[config.mk]
export PLATFORM = sky130hd
export DESIGN_NAME = cmd_parser
export DESIGN_NICKNAME = d
export VERILOG_FILES = /design/src/rtl/tama_pkg.sv /design/src/rtl/cmd_parser_byte_strobe.sv /design/src/rtl/cmd_parser.sv
export SDC_FILE = /design/constraint.sdc
export NUM_CORES = 1
export LEC_CHECK = 0
export CORE_MARGIN = 2
export CORE_UTILIZATION = 45
export DETAILED_ROUTE_END_ITERATION = 8
export GPL_TIMING_DRIVEN = 0
export PLACE_DENSITY = 0.65
export SETUP_SLACK_MARGIN = 0.5
export SLEW_MARGIN = 20
export SYNTH_ARGS = -nofsm -noshare
export SYNTH_HDL_FRONTEND = slang
export SYNTH_HIERARCHICAL = 1
export SYNTH_SLANG_ARGS = --single-unit
export TNS_END_PERCENT = 30
[constraint.sdc]
create_clock -name clk -period 3.3 [get_ports clk]
set_input_delay 0.66 -clock clk [delete_from_list [all_inputs] [get_ports clk]]
set_output_delay 0.66 -clock clk [all_outputs]
set_load 0.01 [all_outputs]
[src/rtl/tama_pkg.sv]
// Shared definitions for the command parser.
// Holds the FSM state encoding, the command-code and error-code constants,
// the ASCII byte values of the frame grammar and small byte-classifier
// helpers used by the parser's next-state logic.
package tama_pkg;

  // Parser FSM states.
  typedef enum logic [1:0] {
    ST_IDLE      = 2'd0,
    ST_GOT_START = 2'd1,
    ST_GOT_CMD   = 2'd2,
    ST_GOT_ARG   = 2'd3
  } state_t;

  // Command identifiers reported on cmd_code.
  localparam logic [2:0] CMD_FEED  = 3'd0;
  localparam logic [2:0] CMD_PLAY  = 3'd1;
  localparam logic [2:0] CMD_CLEAN = 3'd2;
  localparam logic [2:0] CMD_SLEEP = 3'd3;
  localparam logic [2:0] CMD_WAKE  = 3'd4;
  localparam logic [2:0] CMD_TALK  = 3'd5;

  // Error identifiers reported on err_code.
  localparam logic [1:0] ERR_NONE    = 2'd0;
  localparam logic [1:0] ERR_BAD_CMD = 2'd1;
  localparam logic [1:0] ERR_BAD_ARG = 2'd2;
  localparam logic [1:0] ERR_TIMEOUT = 2'd3;

  // ASCII values used by the frame grammar.
  localparam logic [7:0] ASC_BANG = 8'h21;
  localparam logic [7:0] ASC_CR   = 8'h0D;
  localparam logic [7:0] ASC_LF   = 8'h0A;
  localparam logic [7:0] ASC_0    = 8'h30;
  localparam logic [7:0] ASC_9    = 8'h39;
  localparam logic [7:0] ASC_F    = 8'h46;
  localparam logic [7:0] ASC_P    = 8'h50;
  localparam logic [7:0] ASC_C    = 8'h43;
  localparam logic [7:0] ASC_S    = 8'h53;
  localparam logic [7:0] ASC_W    = 8'h57;
  localparam logic [7:0] ASC_T    = 8'h54;

  // True for one of the six legal uppercase command letters.
  function automatic logic is_cmd_letter(input logic [7:0] b);
    logic v;
    case (b)
      ASC_F, ASC_P, ASC_C, ASC_S, ASC_W, ASC_T: v = 1'b1;
      default:                                  v = 1'b0;
    endcase
    return v;
  endfunction

  // Maps a legal command letter to its code; non-letters map to FEED but
  // callers only use the result after is_cmd_letter() said yes.
  function automatic logic [2:0] cmd_code_of(input logic [7:0] b);
    logic [2:0] c;
    case (b)
      ASC_F:   c = CMD_FEED;
      ASC_P:   c = CMD_PLAY;
      ASC_C:   c = CMD_CLEAN;
      ASC_S:   c = CMD_SLEEP;
      ASC_W:   c = CMD_WAKE;
      ASC_T:   c = CMD_TALK;
      default: c = CMD_FEED;
    endcase
    return c;
  endfunction

  // True for ASCII '0'..'9'.
  function automatic logic is_digit(input logic [7:0] b);
    return (b >= ASC_0) && (b <= ASC_9);
  endfunction

  // True for a frame terminator (CR or LF).
  function automatic logic is_term(input logic [7:0] b);
    return (b == ASC_CR) || (b == ASC_LF);
  endfunction

endpackage

[src/rtl/cmd_parser_byte_strobe.sv]
// byte_strobe: turns the level-style UART byte bus into a one-cycle strobe.
// Ports:
//   clk, rst_n  - clock, asynchronous active-low reset
//   i_data      - received byte, 8'h00 means "no byte"
//   o_strobe    - high for exactly one cycle when a new nonzero byte appears
//   o_byte      - the byte accompanying o_strobe
module byte_strobe
  import tama_pkg::*;
(
  input  logic       clk,
  input  logic       rst_n,
  input  logic [7:0] i_data,
  output logic       o_strobe,
  output logic [7:0] o_byte
);

  logic [7:0] r_prev;
  // r_armed stays low after reset until the bus has been seen idle, so a byte
  // that was already being held across reset release cannot fire a strobe.
  logic       r_armed;
  logic       w_strobe;

  // Previous-value register and post-reset arming flag.
  always_ff @(posedge clk or negedge rst_n) begin
    if (!rst_n) begin
      r_prev  <= 8'h00;
      r_armed <= 1'b0;
    end else begin
      r_prev <= i_data;
      if (i_data == 8'h00) begin
        r_armed <= 1'b1;
      end else begin
        r_armed <= r_armed;
      end
    end
  end

  // Rising edge from zero to nonzero, gated by the arming flag.
  assign w_strobe = (i_data != 8'h00) && (r_prev == 8'h00) && r_armed;

  assign o_strobe = w_strobe;
  assign o_byte   = i_data;

endmodule

[src/rtl/cmd_parser.sv]
// cmd_parser: decodes "!<letter>[digit]<CR|LF>" command frames from a UART
// byte stream into one-cycle command or error pulses.
// Ports:
//   clk, rst_n  - 27 MHz clock, asynchronous active-low reset
//   rx_data     - received byte (8'h00 = no byte)
//   cmd_valid   - one-cycle pulse, legal frame accepted
//   cmd_code    - command id (held between pulses)
//   cmd_arg     - repeat count 0..9 (held between pulses)
//   err         - one-cycle pulse, frame rejected
//   err_code    - 1 bad letter, 2 bad arg/terminator, 3 timeout (held)
//   busy        - a frame is in progress
module cmd_parser
  import tama_pkg::*;
#(
  parameter int TIMEOUT_CYCLES = 27_000_000
) (
  input  logic       clk,
  input  logic       rst_n,
  input  logic [7:0] rx_data,
  output logic       cmd_valid,
  output logic [2:0] cmd_code,
  output logic [3:0] cmd_arg,
  output logic       err,
  output logic [1:0] err_code,
  output logic       busy
);

  // The timeout fires on the edge where the counter would reach
  // TIMEOUT_CYCLES-1, so the err pulse appears TIMEOUT_CYCLES cycles after
  // the last strobe.
  localparam logic [24:0] TO_LAST = 25'(TIMEOUT_CYCLES - 2);

  logic       w_strobe;
  logic [7:0] w_byte;

  state_t     r_state;
  state_t     w_state_nxt;
  logic [24:0] r_cnt;
  logic [2:0] r_code_lat;
  logic [2:0] w_code_lat_nxt;
  logic [3:0] r_arg_lat;
  logic [3:0] w_arg_lat_nxt;
  logic       w_emit;
  logic [3:0] w_emit_arg;
  logic       w_fail;
  logic [1:0] w_fail_code;

  byte_strobe u_byte_strobe (
    .clk      (clk),
    .rst_n    (rst_n),
    .i_data   (rx_data),
    .o_strobe (w_strobe),
    .o_byte   (w_byte)
  );

  // FSM state register and in-frame latches.
  always_ff @(posedge clk or negedge rst_n) begin
    if (!rst_n) begin
      r_state    <= ST_IDLE;
      r_code_lat <= CMD_FEED;
      r_arg_lat  <= 4'd0;
    end else begin
      r_state    <= w_state_nxt;
      r_code_lat <= w_code_lat_nxt;
      r_arg_lat  <= w_arg_lat_nxt;
    end
  end

  // Next-state logic: byte handling first, timeout only when no byte arrived.
  always_comb begin
    w_state_nxt    = r_state;
    w_code_lat_nxt = r_code_lat;
    w_arg_lat_nxt  = r_arg_lat;
    w_emit         = 1'b0;
    w_emit_arg     = r_arg_lat;
    w_fail         = 1'b0;
    w_fail_code    = ERR_NONE;
    if (w_strobe) begin
      if (w_byte == ASC_BANG) begin
        // '!' always (re)starts a frame; an abandoned frame is dropped quietly.
        w_state_nxt = ST_GOT_START;
      end else begin
        case (r_state)
          ST_IDLE: begin
            w_state_nxt = ST_IDLE;
          end
          ST_GOT_START: begin
            if (is_cmd_letter(w_byte)) begin
              w_state_nxt    = ST_GOT_CMD;
              w_code_lat_nxt = cmd_code_of(w_byte);
            end else begin
              w_state_nxt = ST_IDLE;
              w_fail      = 1'b1;
              w_fail_code = ERR_BAD_CMD;
            end
          end
          ST_GOT_CMD: begin
            if (is_digit(w_byte)) begin
              w_state_nxt   = ST_GOT_ARG;
              // '0'..'9' are 8'h30..8'h39, so the low nibble is the value.
              w_arg_lat_nxt = w_byte[3:0];
            end else if (is_term(w_byte)) begin
              w_state_nxt = ST_IDLE;
              w_emit      = 1'b1;
              w_emit_arg  = 4'd1;
            end else begin
              w_state_nxt = ST_IDLE;
              w_fail      = 1'b1;
              w_fail_code = ERR_BAD_ARG;
            end
          end
          ST_GOT_ARG: begin
            if (is_term(w_byte)) begin
              w_state_nxt = ST_IDLE;
              w_emit      = 1'b1;
              w_emit_arg  = r_arg_lat;
            end else begin
              w_state_nxt = ST_IDLE;
              w_fail      = 1'b1;
              w_fail_code = ERR_BAD_ARG;
            end
          end
          default: begin
            w_state_nxt = ST_IDLE;
          end
        endcase
      end
    end else if ((r_state != ST_IDLE) && (r_cnt == TO_LAST)) begin
      w_state_nxt = ST_IDLE;
      w_fail      = 1'b1;
      w_fail_code = ERR_TIMEOUT;
    end else begin
      w_state_nxt = r_state;
    end
  end

  // Inter-byte timeout counter: zero in IDLE and on every strobe.
  always_ff @(posedge clk or negedge rst_n) begin
    if (!rst_n) begin
      r_cnt <= 25'd0;
    end else if (w_strobe || (w_state_nxt == ST_IDLE)) begin
      r_cnt <= 25'd0;
    end else begin
      r_cnt <= r_cnt + 25'd1;
    end
  end

  // Registered outputs; codes only change when their pulse fires.
  always_ff @(posedge clk or negedge rst_n) begin
    if (!rst_n) begin
      cmd_valid <= 1'b0;
      cmd_code  <= 3'd0;
      cmd_arg   <= 4'd0;
      err       <= 1'b0;
      err_code  <= 2'd0;
      busy      <= 1'b0;
    end else begin
      cmd_valid <= w_emit;
      err       <= w_fail;
      busy      <= (w_state_nxt != ST_IDLE);
      if (w_emit) begin
        cmd_code <= r_code_lat;
        cmd_arg  <= w_emit_arg;
      end else begin
        cmd_code <= cmd_code;
        cmd_arg  <= cmd_arg;
      end
      if (w_fail) begin
        err_code <= w_fail_code;
      end else begin
        err_code <= err_code;
      end
    end
  end

endmodule

==> results.md <==
- Initial Utilization: a little under half
- CTS H-tree depth: 2
- Max Cap Viol: 0
- Worst Path Buf+Inv: 2
- Max Root-Sink Buffers: 2
- Power per cell area: 385.2 nW/um2
- CTS buffer count: 5
- Clk slew on worst S/H paths: about 0.10 ns
- Slew Viols, Final: 0
- Critical path required time: about 3.5 ns
- Multi-input gate area: 1170 um2
- Routed WL per cell: ~14 um
- Seq/Total Area, Yosys: about half
- Fillcell total: ~520
- Power Internal: between 0.9 and 1 mW
- Io pins: 22
- Final setup vio count: 0
- Psw: about 0.25 mW
- # diodes: 0
- Clock sink count: 55
- DR DRC count: 0
- Outcome: completed
- CP max stage cell: a2111oi_2
- R2r setup slk: ~0.67 ns
- Fmax: approximately 0.37 GHz
- Layout cells sized above 1: about 12%
- Slowest stage delay, CP: ~0.52 ns
- RSZ-0062 raised after global routing: false
- DR iter-0 viols: 51
- Slew margin rel.: between 40% and 50%
- Total vias in the final route: ~2000
- WHS: 0.3858 ns
- Startpoint Class: input port
- Die Y: approximately 81 um
- Final core occ: approximately 53%
- Post-DP Area: around 3000 um2
- Die X: ~81 um
- Sequential share of power: a little under three fifths
- Crit path max fanout: 7
- Hold Fails Final Rpt: 0
- Reg-to-reg startpoint: u_byte_strobe/r_prev[1]$_DFF_PN0_
- Cells after Synth: 255
- Worst setup margin: about 0.60 ns
- Asr flop ratio synth: 100.0%
- Die Footprint: 6598 um2
- First-pass GRT wire length: between 8000 and 9000 um
- CP top delay family: simple AND/OR/NAND/NOR gates
- GRT Residual Overflow: 0
- Maximum vdd ir drop: 0.1724 mV
- Final wirelength: 5170 um
- Sum Neg Setup Slack: 0 ns
- Cell area after synthesis: roughly 2700 um2
- Initial antenna violation count: 0
- Seq cells post-synth: 55
- Synth area leader: dfrtp_1
- Period Utilization, post-route: 81.70%
- Post-Layout Cell Count: 360
- Synth Warn #: 6
- Vias in the first global route: 1892
- Cell area after layout: 3123 um2
- Hold buffer count at cts: 0
- Setup Crit Path Kind: in2reg
- Hold Path Class: in2async
- R2R Path End: r_arg_lat[2]$_DFFE_PN0P_
- Later-pin clock latency in the skew report: roughly 0.31 ns
- Number of synthesized flops with an enable pin: 0
- Routed Antenna Nets: 0
- # nets final: 296
- Syn nets: 267
- Syn avg cell area: ~11 um2
- Gate power share: 4.7%
- Number of port buffers: 21
- Clock share of power: slightly below 40%
- Clk Tree Root Cell: clkbuf_8
- Synth top area cells: dfrtp_1 (51%), xor2_1 (3.3%), nand3_1 (3.0%), o21ai_0 (2.8%), nand2_1 (2.5%)
- Sw frac: 21.05%
- Commonest cells post-synth: dfrtp_1 (55), nand2_1 (18), nand3_1 (16), o21ai_0 (15), nor2_1 (14)
- GP Congestion: around 0.77
- Cells on worst reg2reg path: 6
- Count leader, synth: dfrtp_1
- 1st-pass router iterations: 4
- Tot GR Track Use: ~17%
- Cells after DPL: between 300 and 400
- Synth cell types: between 40 and 50
- Seq. cell area: approximately 1400 um2
- CP Capture Type: flip-flop
- Pwr Total: ~1.2 mW
- Post-synth top area share: 51.28%
- # rows: 28
- CTS tree: yes
- Leak: around 1.3 nW
- Vias per std cell: 5.531
- Main flop type after synthesis: dfrtp_1
- Largest net degree at the start of global routing: 56
- DPL Wire Length: around 3700 um
- Pre-CTS WS: 0.006372 ns
- Worst-margin pin slew: 0.8160 ns
- Cells along the critical path: clkdlybuf4s50_1 > nor4_1 > a2111oi_2 > and2_1 > or4b_1 > buf_4 > mux2_2
- Post-route minimum period: 2.696 ns
- Crit path DAT: approximately 2.9 ns
- Clk_skew: a little over 0.008 ns
- Layout area overhead: 16.36%
- Core ar.: around 5900 um2
layout by cell type (no fill, tap or decap), types with 4 or more instances in the layout:
master,n
o21ai_0,15
nand2_1,18
clkbuf_1,6
nor2_1,14
dfrtp_1,55
and2_1,4
inv_1,6
xor2_1,10
or4_1,7
nand4_1,9
mux2_2,6
a21oi_1,12
buf_4,11
nand3_1,16
clkbuf_8,6
clkdlybuf4s50_1,18
or3_1,10
o211ai_1,5
nor4_1,5
power by group through the flow:
stage / clock (mW) / sequential (mW) / combinational [mW]
after CTS: 0.478 / 0.682 / 0.0580
after global placement: 0 / 0.695 / 0.0574
final: 0.464 / 0.682 / 0.0568
after detailed placement: 0 / 0.695 / 0.0574
after floorplan: 0 / 0.695 / 0.0256
after global routing: 0.506 / 0.683 / 0.0639
worst register-to-register path: stages (launching register included):
cell and delay, ns:
dfrtp_1 0.36, or4_1 0.57, a2111oi_2 0.46, and2_1 0.24, or4b_1 0.44, buf_4 0.18, mux2_2 0.27
cell families after synthesis:
kind of cell | after synthesis | share of synthesized area, %
AOI/OAI and AO/OA | 47 | 11.94
xor gates and xnor gates | 13 | 4.242
adders and majority gates | 2 | 0.9323
buffers and inverters | 25 | 5.314
DFF | 55 | 51.28
muxes | 8 | 3.263
and+or+nand+nor | 105 | 23.03
worst max-delay path by stage:
stage                                            from                        to  slack, ns  cells past startpoint
global placement                                rst_n        r_cnt[4]$_DFF_PN0_      -0.10                      1
global route                               rx_data[3]  r_arg_lat[2]$_DFFE_PN0P_       0.48                      7
finish                                     rx_data[2]  r_arg_lat[2]$_DFFE_PN0P_       0.60                      7
floorplan           u_byte_strobe/r_prev[1]$_DFF_PN0_  r_arg_lat[0]$_DFFE_PN0P_       0.79                      6
CTS                                        rx_data[6]  r_arg_lat[2]$_DFFE_PN0P_       0.56                      7
detailed placement                         rx_data[6]  r_arg_lat[2]$_DFFE_PN0P_      0.006                      7
state kept, by name (all words and copies together) (netlist names):
name                   cells
r_cnt                     25
u_byte_strobe/r_prev       8
cmd_arg                    4
r_arg_lat                  4
cmd_code                   3
r_code_lat                 3
err_code                   2
r_state                    2
busy                       1
cmd_valid                  1
err                        1
u_byte_strobe/r_armed      1
metal layers:
metal | GRT usage [%] | wire length (um)
met3 | 3.333 | 127
met5 | 0 | 0
met2 | 30.58 | 2597
met4 | 5.085 | 57
met1 | 21.13 | 2387
cell type report:
type / instances / area share (%)
buffer: 19 / 3.926
multi-input combinational: 175 / 37.46
tap: 75 / 3.005
timing repair buffer: 22 / 7.051
clock buffer: 6 / 2.644
sequential: 55 / 44.07
clock inverter: 2 / 1.122
inverter: 6 / 0.7212
timing repair:
action | in CTS | in global routing
buffers inserted | 0 | 1
resized for setup | 1 | 4
setup endpoints to repair | 7 | 4
gates cloned | 0 | 0
pin swaps | 0 | 2
Power figures use the tool's default switching activity.
